===== src/rtl/dmem_arbiter.sv =====
// Round-robin arbiter that shares one single-port data RAM between the core and IO/DMA ports.
// Optional feature: define DMEM_ARB_ADDR_CHECK_EN to reject misaligned/out-of-range accesses (sticky err).
module dmem_arbiter #(
  parameter int DEPTH     = 102,
  parameter int BURST_MAX = 4
) (
  input  logic        clk,
  input  logic        rst_n,
  input  logic        c_req,
  input  logic        c_we,
  input  logic [31:0] c_addr,
  input  logic [31:0] c_wdata,
  output logic        c_gnt,
  output logic [31:0] c_rdata,
  output logic        c_rvalid,
  input  logic        io_req,
  input  logic        io_we,
  input  logic [31:0] io_addr,
  input  logic [31:0] io_wdata,
  output logic        io_gnt,
  output logic [31:0] io_rdata,
  output logic        io_rvalid,
  output logic        ram_we,
  output logic [31:0] ram_a,
  output logic [31:0] ram_wd,
  input  logic [31:0] ram_rd,
  output logic        busy,
  output logic        err
);

  typedef enum logic [1:0] {IDLE = 2'd0, OWN_C = 2'd1, OWN_IO = 2'd2} state_t;

  localparam int            CW      = $clog2(BURST_MAX + 1);
  localparam logic [CW-1:0] CNT_MAX = CW'(BURST_MAX);

  if (BURST_MAX < 1 || DEPTH < 1) begin : g_bad_params
    $error("dmem_arbiter: BURST_MAX and DEPTH must both be >= 1");
  end

  state_t        state, state_n;
  logic          last_io;
  logic [CW-1:0] burst_cnt, cnt_adv;
  logic          acc, acc_we, illegal;
  logic [31:0]   acc_addr, acc_wdata;

  assign c_gnt     = (state == OWN_C)  && c_req;
  assign io_gnt    = (state == OWN_IO) && io_req;
  assign acc       = c_gnt | io_gnt;
  assign acc_we    = io_gnt ? io_we    : c_we;
  assign acc_addr  = io_gnt ? io_addr  : c_addr;
  assign acc_wdata = io_gnt ? io_wdata : c_wdata;

`ifdef DMEM_ARB_ADDR_CHECK_EN
  localparam logic [31:0] DEPTH_W = 32'(DEPTH);
  assign illegal = acc && ((acc_addr[1:0] != 2'b00) || ({20'd0, acc_addr[13:2]} >= DEPTH_W));
`else
  assign illegal = 1'b0;
`endif

  // Write enable is gated by rst_n so a write presented during reset never reaches the RAM.
  assign ram_we = rst_n & acc & acc_we & ~illegal;
  assign ram_a  = acc ? acc_addr  : '0;
  assign ram_wd = acc ? acc_wdata : '0;
  assign busy   = (state != IDLE);

  assign cnt_adv = (burst_cnt == CNT_MAX) ? burst_cnt : burst_cnt + CW'(1);

  always_comb begin
    // NOTE: default assignment first so every path drives state_n and no latch is inferred.
    state_n = state;
    unique case (state)
      IDLE: begin
        if (c_req && (!io_req || last_io)) state_n = OWN_C;
        else if (io_req)                   state_n = OWN_IO;
      end
      OWN_C: begin
        if (!c_req)                          state_n = io_req ? OWN_IO : IDLE;
        else if (io_req && cnt_adv == CNT_MAX) state_n = OWN_IO;
      end
      OWN_IO: begin
        if (!io_req)                        state_n = c_req ? OWN_C : IDLE;
        else if (c_req && cnt_adv == CNT_MAX) state_n = OWN_C;
      end
      default: state_n = IDLE;
    endcase
  end

  always_ff @(posedge clk or negedge rst_n) begin
    // NOTE: sequential state uses non-blocking assignments so all flops update from pre-edge values.
    if (!rst_n) begin
      state     <= IDLE;
      last_io   <= 1'b1;
      burst_cnt <= '0;
    end else begin
      state <= state_n;
      if (state_n != state) begin
        burst_cnt <= '0;
        if (state_n != IDLE) last_io <= (state_n == OWN_IO);
      end else if (acc) begin
        burst_cnt <= cnt_adv;
      end
    end
  end

  // Read data returns one cycle after the access; writes leave rdata untouched.
  always_ff @(posedge clk or negedge rst_n) begin
    if (!rst_n) begin
      c_rdata   <= '0;
      c_rvalid  <= 1'b0;
      io_rdata  <= '0;
      io_rvalid <= 1'b0;
    end else begin
      c_rvalid  <= c_gnt && !c_we;
      io_rvalid <= io_gnt && !io_we;
      if (c_gnt && !c_we)   c_rdata  <= illegal ? '0 : ram_rd;
      if (io_gnt && !io_we) io_rdata <= illegal ? '0 : ram_rd;
    end
  end

`ifdef DMEM_ARB_ADDR_CHECK_EN
  always_ff @(posedge clk or negedge rst_n) begin
    if (!rst_n)       err <= 1'b0;
    else if (illegal) err <= 1'b1;
  end
`else
  assign err = 1'b0;
`endif

endmodule


===== config.mk =====
export PLATFORM = sky130hd
export DESIGN_NAME = dmem_arbiter
export DESIGN_NICKNAME = d
export VERILOG_FILES = /design/src/rtl/dmem_arbiter.sv
export SDC_FILE = /design/constraint.sdc
export NUM_CORES = 1
export LEC_CHECK = 0
export ABC_AREA = 1
export BUFFER_PORTS_ARGS = -buffer_cell sky130_fd_sc_hd__buf_2
export CORE_ASPECT_RATIO = 0.6
export CORE_MARGIN = 2
export CORE_UTILIZATION = 32
export DETAILED_ROUTE_END_ITERATION = 7
export HOLD_SLACK_MARGIN = 0.06
export MAX_ROUTING_LAYER = met4
export PLACE_DENSITY = 0.69
export SLEW_MARGIN = 0
export SYNTH_ARGS = -nofsm -noshare
export SYNTH_HDL_FRONTEND = slang
export SYNTH_SLANG_ARGS = --single-unit

===== constraint.sdc =====
create_clock -name clk -period 1.5 [get_ports clk]
set_input_delay 0.075 -clock clk [delete_from_list [all_inputs] [get_ports clk]]
set_output_delay 0.075 -clock clk [all_outputs]
set_load 0.02 [all_outputs]

# After elaboration in Yosys (flattened, before gate mapping)
# Index checks and enable logic that the tools add are counted.
[classes]
muxes = 17
n_reduce_logical = 16
n_addsub = 1
n_eq_ne = 6
bitwise = 3
[ops]
columns = ["op", "count"]
rows = [
  ["two-way mux 32 bit", 4],
  ["two-way mux 2 bit", 7],
  ["two-way mux 3 bit", 3],
  ["logical AND 1 bit", 7],
  ["== test 3 bit, second input constant", 2],
  ["case mux 2 bit (3 select lines)", 1],
  ["nonzero test 2 bit", 3],
  ["== test 2 bit, second input constant", 2],
  ["adder 3 x 1 -> 3 bit, second input constant", 1],
  ["logical NOT 1 bit", 3],
  ["bitwise AND 1 bit", 2],
  ["== test 2 x 1 -> 1 bit, second input constant", 1],
  ["logical NOT 2 bit", 1],
  ["two-way mux 1 bit", 2],
  ["!= test 2 bit", 1],
  ["AND reduction 2 bit", 1],
  ["logical OR 1 bit", 1],
  ["OR 1 bit", 1],
]
[totals]
input_bits = 166
reg_bits = 72
output_inout_bits = 135

# Logic depth before layout (Yosys ltp)
# Gate-level depths: netlist of the first run.
[logic_depth]
depth_word = 9
depth_mapped = 13
mapped_depth_nobuf = 13

# Least setup slack after synthesis of the first run
# No wires, ideal clock.
[synth_timing]
kind = "reg-to-reg"
from = "register burst_cnt[0]"
to = "register burst_cnt[1]"
setup_time_ps = 121
slack_ps = -47
path_buffers = 0
stages_incl_launch_ff = 14
arrival_ps = 1426
cell_sequence = "dfrtp_1 inv_1 ha_1 nand2_2 nand2_1 nand2_1 nor2_2 nand3_1 nand2_1 nand2_1 nand3_1 nand2_1 nand2_2 nor2_1"
[synth_via]
elab_chain_len = 9
word_cells_on_any_way = 15
[synth_rtl]
columns = ["item", "line_no", "rtl"]
rows = [
  ["start, declared", "42", "logic [CW-1:0] burst_cnt, cnt_adv;"],
  ["start signal, assigned", "100", "burst_cnt <= cnt_adv;"],
  ["adder 3 x 1 -> 3 bit or == test 3 bit (tied branches)", "66", "assign cnt_adv = (burst_cnt == CNT_MAX) ? burst_cnt : burst_cnt + CW'(1);"],
  ["two-way mux 3 bit *", "66", ""],
  ["== test 3 bit", "78, 82", ""],
  ["logical AND 1 bit, on equally long branches", "82, 78", ""],
  ["two-way mux 2 bit, on equally long branches", "82, 78", ""],
  ["two-way mux 2 bit, on equally long branches", "81, 77", ""],
  ["case mux 2 bit (3 select lines)", "71", "unique case (state)"],
  ["!= test 2 bit", "96", "if (state_n != state) begin"],
  ["two-way mux 3 bit or nonzero test 2 bit (tied branches)", "-", ""],
]
# Every way passes the cells marked *; elsewhere a longest branch is shown, timed or not. The select of a mux whose other input is x is not followed.
# A chain may end at the register's enable or synchronous reset.

# Worst setup path after layout of the first run
[layout_timing]
from = "register state[0]"
to = "output port ram_a[31]"
[layout_via]
elab_chain_len = 4
word_cells_on_any_way = 7
[layout_rtl]
columns = ["item", "line_no", "rtl"]
rows = [
  ["start, declared", "40", "state_t state, state_n;"],
  ["start signal, assigned", "95", "state <= state_n;"],
  ["== test 2 bit or == test 2 x 1 -> 1 bit (tied branches)", "47, 46", ""],
  ["logical AND 1 bit, on equally long branches", "47, 46", ""],
  ["two-way mux 32 bit or OR 1 bit (tied branches)", "50, 48", ""],
  ["two-way mux 32 bit *", "62", "assign ram_a = acc ? acc_addr : '0;"],
  ["end, declared", "24", "output logic [31:0] ram_a,"],
]
# Every way passes the cells marked *; elsewhere a longest branch is shown, timed or not.

==> results of run 1 <==
==> worst paths after layout <==
path / startpoint / endpoint / slack [ns] / cells past startpoint
max: state[0] / ram_a[31] / -0.26 / 9
min: c_req / state[1] / 0.17 / 4
min in group asynchronous: rst_n / c_rdata[19] / 0.32 / 3
max reg2reg: state[0] / c_rdata[15] / -0.13 / 10
min reg2reg: io_rdata[22] / io_rdata[22] / 0.48 / 2
max in group asynchronous: rst_n / c_rdata[29] / 0.83 / 3
==> report_power, final <==
part	total [W]	switching, W	leakage, nW	internal [W]
clock network	0.00222	0.000865	0.150	0.00135
registers	0.00355	0.000686	0.904	0.00287
logic	0.00893	0.00505	3.13	0.00388
==> placed cells by master, fill, tap and decap left out, types with 2 or more instances in the layout <==
| cell | Yosys | layout |
|---|---|---|
| buf_2 | 18 | 232 |
| nand2_1 | 211 | 160 |
| dfrtp_1 | 71 | 71 |
| buf_4 | 3 | 58 |
| a21oi_2 | 30 | 44 |
| o21ai_1 | 65 | 41 |
| nand2_2 | 5 | 39 |
| buf_6 | 10 | 39 |
| inv_1 | 40 | 37 |
| dlygate4sd3_1 | 0 | 35 |
| o21ai_2 | 1 | 26 |
| clkbuf_16 | 0 | 21 |
| nand2_4 | 2 | 18 |
| a21oi_4 | 0 | 15 |
| buf_12 | 0 | 13 |
| nand3_1 | 11 | 8 |
| a21oi_1 | 35 | 6 |
| buf_16 | 0 | 6 |
| nor2_1 | 6 | 5 |
| nor2_4 | 3 | 5 |
| inv_2 | 6 | 3 |
| nand3_2 | 1 | 3 |
| o21ai_0 | 4 | 3 |
| inv_8 | 0 | 3 |
| inv_6 | 0 | 3 |
| buf_8 | 0 | 3 |
| inv_4 | 0 | 2 |
| nor3_1 | 2 | 2 |
| clkinv_4 | 0 | 2 |
==> per-layer routing <==
metal | track usage, % | up-vias | wire length, um
li1 | - | 2462 | -
met1 | 29.1 | 2403 | 7880
met2 | 34.2 | 154 | 8240
met3 | 5.13 | 16 | 850
met4 | 4.13 | 0 | 135
met5 | - | - | 0
==> worst register-to-register path: stages (launching register included) <==
cell and delay, ns:
dfrtp_1 0.40, buf_6 0.13, inv_4 0.04, nor2_4 0.07, nand2_2 0.08, buf_6 0.13, nor2_4 0.18, clkinv_4 0.16
clkbuf_16 0.21, nand2_2 0.06, o21ai_1 0.06
==> flip-flops by register name, indices dropped and copies added (netlist names) <==
name,cells
burst_cnt,3
c_rdata,32
c_rvalid,1
io_rdata,32
io_rvalid,1
last_io,1
state,2
==> area by class of cell <==
| type | count | area (sq um) |
|---|---|---|
| clock buffer | 10 | 239 |
| clock inverter | 6 | 72.6 |
| fill | 962 | 4070 |
| inverter | 46 | 210 |
| multi-input combinational | 383 | 2410 |
| sequential | 72 | 1800 |
| tap | 165 | 206 |
| timing repair buffer | 398 | 3160 |
| timing repair inverter | 1 | 11.3 |
==> what timing repair did <==
action | 4_1_cts | 5_1_grt
endpoints found under the hold margin | 137 | 0
setup endpoints to repair | 71 | 126
hold buffers | 35 | 0
cloned | 6 | 17
setup buffers | 4 | 5
pin swaps | 4 | 8
resized for setup | 131 | 152
==> stage by stage <==
step           instances  TNS [ns]  area, sq um
3_3_place_gp         998    -0.141         5890
6_report            1081    -18.21         8110
3_5_place_dp         998    -0.325         5890
5_1_grt             1081    -28.20         8110
4_1_cts             1059    -13.89         7140
2_1_floorplan        535         0         4050
==> cell families (layout without fill, tap and decap cells) <==
logic type	Yosys count	in the layout
AO/OA/AOI/OAI	136	136
other	1	1
flip-flops	72	72
AND/OR/NAND/NOR	244	244
adder cells (fa/ha/maj)	2	2
buffers and inverters	80	461
==> run_results.csv, run 1 <==
group,metric,value,unit
status,violations,"negative setup slack",
synth,synth_area,4040,sq um
routing,drt_wl_total,17100,um
floorplanning,die_height,91.0,um
floorplanning,die_area,13600,sq um
synth,synthTopCellsByArea,"dfrtp_1 (44%), nand2_1 (20%), o21ai_1 (8.1%), a21oi_2 (6.5%), a21oi_1 (4.3%)",
synth,syn-num-nets,703,
floorplanning,ios,301,
synth,synth_edf_count,0,
worst_setup_path,max_stage_delay,0.40,ns
placement,gp_congestion,0.879,
clock_network,cts.sinks,72,
synth,synth-adder-area-share,0.620,%
clock_network,clk_pin_slew_worst_paths,0.06,ns
clock_network,clock_latency,0.33,ns
final_layout,final_layout_size_suffix_gt1_share,59.6,%
hold_path,min_path_type,"primary input to register",
worst_setup_path,crit_arrival,1.68,ns
worst_setup_path,end_kind,"output port",
power,finalPower,0.0147,W
routing,dr.pass1.iters,4,
timing,finalMaxSlewViolations,0,
clock_network,ctsRootBufferMaster,"clkbuf_16",
synth,yosysWarnings,0,
power,p_per_area,1810,nW/um^2
synth,synth_xor_area_share,0,%
placement,dp_hpwl,10200,um
timing,fin_ws,-0.257,ns
floorplanning,die-width,149,um
synth,yosys.cell_count.top_type,"nand2_1",
worst_setup_path,critical_path.cell_chain,"buf_6 -> inv_4 -> nor2_4 -> nand2_2 -> nand2_4 -> inv_8 -> buf_12 -> a21oi_1 -> buf_4",
timing,max_freq,0.569,GHz
clock_network,clock_path_buffers,2,
timing,skew,0.00609,ns
routing,drt_iter0_drc,219,
worst_setup_path,critPathKind,"register to output port",
final_layout,syn_to_final_growth,101,%
run,maxCapViolations,0,
global_routing,grt_usage,21.8,%
synth,synth_ff_type,"dfrtp_1",
routing,vias_per_cell,4.66,
clock_network,cts_tree,"built",
worst_setup_path,startpoint_type,"register",
placement,port-buffer-count,299,
worst_setup_path,crit_fanout,11,
final_layout,finish.utilization,66.6,%
timing,finalCriticalPeriod,1.76,ns
timing,setup_viol,122,
synth,synth_top_cell_area_share,44.0,%
clock_network,cts_buffers,9,
synth,postSynthAreaPerCell,7.54,sq um
synth,synth.top_cells.by_count,"nand2_1 (211), dfrtp_1 (71), o21ai_1 (65), inv_1 (40), a21oi_1 (35)",
global_routing,grt_max_degree,73,
status,status,"complete, but fails checks",
global_routing,grt_overflow,0,
synth,synth-simple-area-share,24.7,%
worst_setup_path,cp_data_required_time,1.42,ns
synth,async_reset_ff_share,100,%
floorplanning,core,12200,sq um
clock_network,htreeDepth,3,
floorplanning,rows,31,
routing,ant_nets,0,
final_layout,diodes,0,
routing,vias,5035,
power,power_leakage,4.18,nW
timing,finalHoldViolCount,0,
synth,synth_top_cell_by_area,"dfrtp_1",
timing,grt_setup_unrepaired,"yes",
routing,post_drt_wl_per_cell,15.8,um
global_routing,antenna_found_initial,0,
global_routing,grt_pass1_vias,4680,
synth,synth_cells,535,
worst_setup_path,cp_num_buf_inv,5,
synth,synth_mux_area_share,0,%
timing,fin_crit_sh,117,%
placement,place_ws,-0.0998,ns
floorplanning,initial_core_util,33.1,%
worst_setup_path,crit_family,"buffers and inverters",
synth,synth_compound_area_share,19.8,%
timing,timing.hold.ws,0.173,ns
global_routing,grt_pass1_wl,23200,um
final_layout,fin_nets,1079,
routing,drc,0,
worst_setup_path,slowest_stage,"dfrtp_1",
power,peakVddDrop,901,uV
synth,synth_cell_types,26,
synth,ys_ff_latch,72,
synth,yosysSeqAreaShare,44.7,%
synth,synth_top_family_by_area,"simple AND/OR/NAND/NOR gates",
Power figures use the tool's default switching activity.
==> run 2: changes to the inputs <==
- CORE_UTILIZATION: 32 -> 37
- PLACE_DENSITY: 0.69 -> 0.78
- RECOVER_POWER: default -> 25
==> run 2 against run 1 <==
Effect of this change: the flow still finishes with violations (negative setup slack); clock skew is essentially flat; die area shrank 13%; routed wire length grew 11%; via count grew 4.0%; combinational power shrank 3.1%; power shrank 1.7%; largest cell class unchanged; highest routed layer unchanged.
==> run_results.csv, run 2 (synthesis results as in run 1) <==
group,metric,value,unit
status,status,"complete, but fails checks",
status,violations,"negative setup slack",
floorplanning,rows,29,
final_layout,layout_common_cells,"buf_2 (232), nand2_1 (168), dfrtp_1 (71)",
final_layout,diodes,0,
clock_network,clk_pin_slew_worst_paths,0.06,ns
timing,setup_viol,136,
worst_setup_path,critPathKind,"register to output port",
final_layout,largestRegisters,"c_rdata: 32 flops, io_rdata: 32 flops, burst_cnt: 3 flops",
global_routing,antenna_found_initial,0,
routing,drt_wl_total,19000,um
final_layout,final_layout_size_suffix_gt1_share,56.2,%
power,peakVddDrop,1410,uV
floorplanning,ios,301,
final_layout,final_common_cell,"buf_2",
clock_network,clock_latency,0.33,ns
run,maxCapViolations,0,
timing,finalCriticalPeriod,1.89,ns
clock_network,cts_tree,"built",
placement,dp_hpwl,11300,um
routing,vias,5238,
floorplanning,die-width,139,um
global_routing,grt_max_degree,73,
floorplanning,core,10600,sq um
power,p_per_area,1870,nW/um^2
routing,drt_iter0_drc,413,
routing,post_drt_wl_per_cell,18.2,um
global_routing,grt_pass1_wl,24500,um
routing,vias_per_cell,5.02,
worst_setup_path,cp_data_required_time,1.42,ns
routing,drc,0,
final_layout,syn_to_final_growth,91.6,%
clock_network,ctsRootBufferMaster,"clkbuf_16",
global_routing,grt_pass1_vias,4641,
final_layout,multi_input_area,2290,sq um
timing,finalHoldViolCount,0,
power,finalPower,0.0144,W
timing,finalMaxSlewViolations,0,
worst_setup_path,timing.rr.end,"burst_cnt[0]",
routing,dr.pass1.iters,5,
worst_setup_path,r2r_cells,12,
clock_network,clock_path_buffers,2,
timing,fin_ws,-0.387,ns
timing,max_freq,0.530,GHz
hold_path,min_path_type,"primary input to register",
timing,grt_setup_unrepaired,"yes",
floorplanning,die_height,84.9,um
timing,skew,0.00578,ns
hold_path,holdPathEnd,"state[1]",
timing,fin_crit_sh,126,%
placement,gp_congestion,0.878,
final_layout,fillers,780,
hold_path,hold_depth,4,
global_routing,grt_usage,26.9,%
worst_setup_path,rr_startpoint,"burst_cnt[0]",
hold_path,worstHoldStart,"c_req",
timing,relSlewSlack,35.4,%
worst_setup_path,startpoint_type,"register",
timing,worstMarginPinSlew,0.969,ns
final_layout,ff_latch_area,1800,sq um
floorplanning,die_area,11800,sq um
worst_setup_path,reg2reg_slack,-0.18,ns
floorplanning,initial_core_util,38.1,%
power,power_leakage,4.08,nW
final_layout,finish.utilization,73.0,%
placement,port-buffer-count,299,
clock_network,cts.sinks,72,
clock_network,cts_buffers,9,
worst_setup_path,crit_arrival,1.81,ns
final_layout,fin_nets,1067,
clock_network,htreeDepth,3,
global_routing,grt_overflow,0,
routing,ant_nets,0,
worst_setup_path,crit_fanout,7,
worst_setup_path,end_kind,"output port",
## run 2: cell count changes in the layout (fill, tap and decap cells not counted), sizes merged
cell	delta
clkbuf	-1
bufinv	+1
inv	-2
buf	-12
clkinv	+2
## run 2: report_power, final
group,internal (W),leakage (nW),switching (W)
combinational,0.00357,3.02,0.00508
clock,0.00146,0.156,0.000827
sequential,0.00287,0.904,0.000644
total,0.00790,4.08,0.00655
## run 2: repair_timing
item | 4_1_cts | 5_1_grt
buffers inserted | 5 | 12
resized for setup | 111 | 130
setup endpoints to repair | 72 | 137
gates cloned | 3 | 16
hold endpoints to repair | 137 | 0
pin swaps | 3 | 18
hold buffers | 35 | 0
## run 2: worst max-delay path: stages, from the launching register on
cell,delay (ns)
dfrtp_1,0.42
buf_6,0.14
inv_4,0.04
nor2_4,0.11
nand2_4,0.08
nand2_4,0.10
inv_8,0.07
clkbuf_16,0.17
a21oi_1,0.17
buf_4,0.18
## run 2: worst max path at each step
stage,start,to,slack [ns],depth (start not counted)
6_report,state[0],ram_a[21],-0.39,9
5_1_grt,state[0],ram_a[21],-0.43,9
4_1_cts,state[1],ram_a[16],-0.28,7
3_5_place_dp,state[0],ram_we,-0.12,9
3_3_place_gp,state[0],ram_we,-0.11,9
2_1_floorplan,state[1],ram_we,0.002,7
## run 2: layer usage
metal  GRT usage (%)  wire, um  up-vias
met2            45.3      9430      280
met5               -         0        -
met3            6.66      1450       45
met1            33.3      7660     2484
li1                -         -     2429
met4            5.88       435        0
## run 2: stage by stage
stage / instances / cell area, sq um / worst slack [ns] / TNS, ns / hold slack [ns]
after detailed placement: 961 / 5800 / -0.119 / -0.354 / 0.143
after floorplan: 535 / 4050 / 0.00177 / 0 / -0.221
after CTS: 1020 / 6960 / -0.278 / -20.44 / 0.111
final: 1043 / 7730 / -0.387 / -27.28 / 0.141
after global routing: 1043 / 7730 / -0.434 / -37.18 / 0.135
after global placement: 961 / 5800 / -0.111 / -0.266 / 0.140
## run 2: final cells by class
cell class	instances	share of cell area [%]
timing repair buffer	386	38.0
multi-input combinational	383	29.6
sequential	72	23.3
clock buffer	9	2.91
inverter	46	2.65
tap	139	2.25
clock inverter	7	1.23
timing repair inverter	1	0.0809
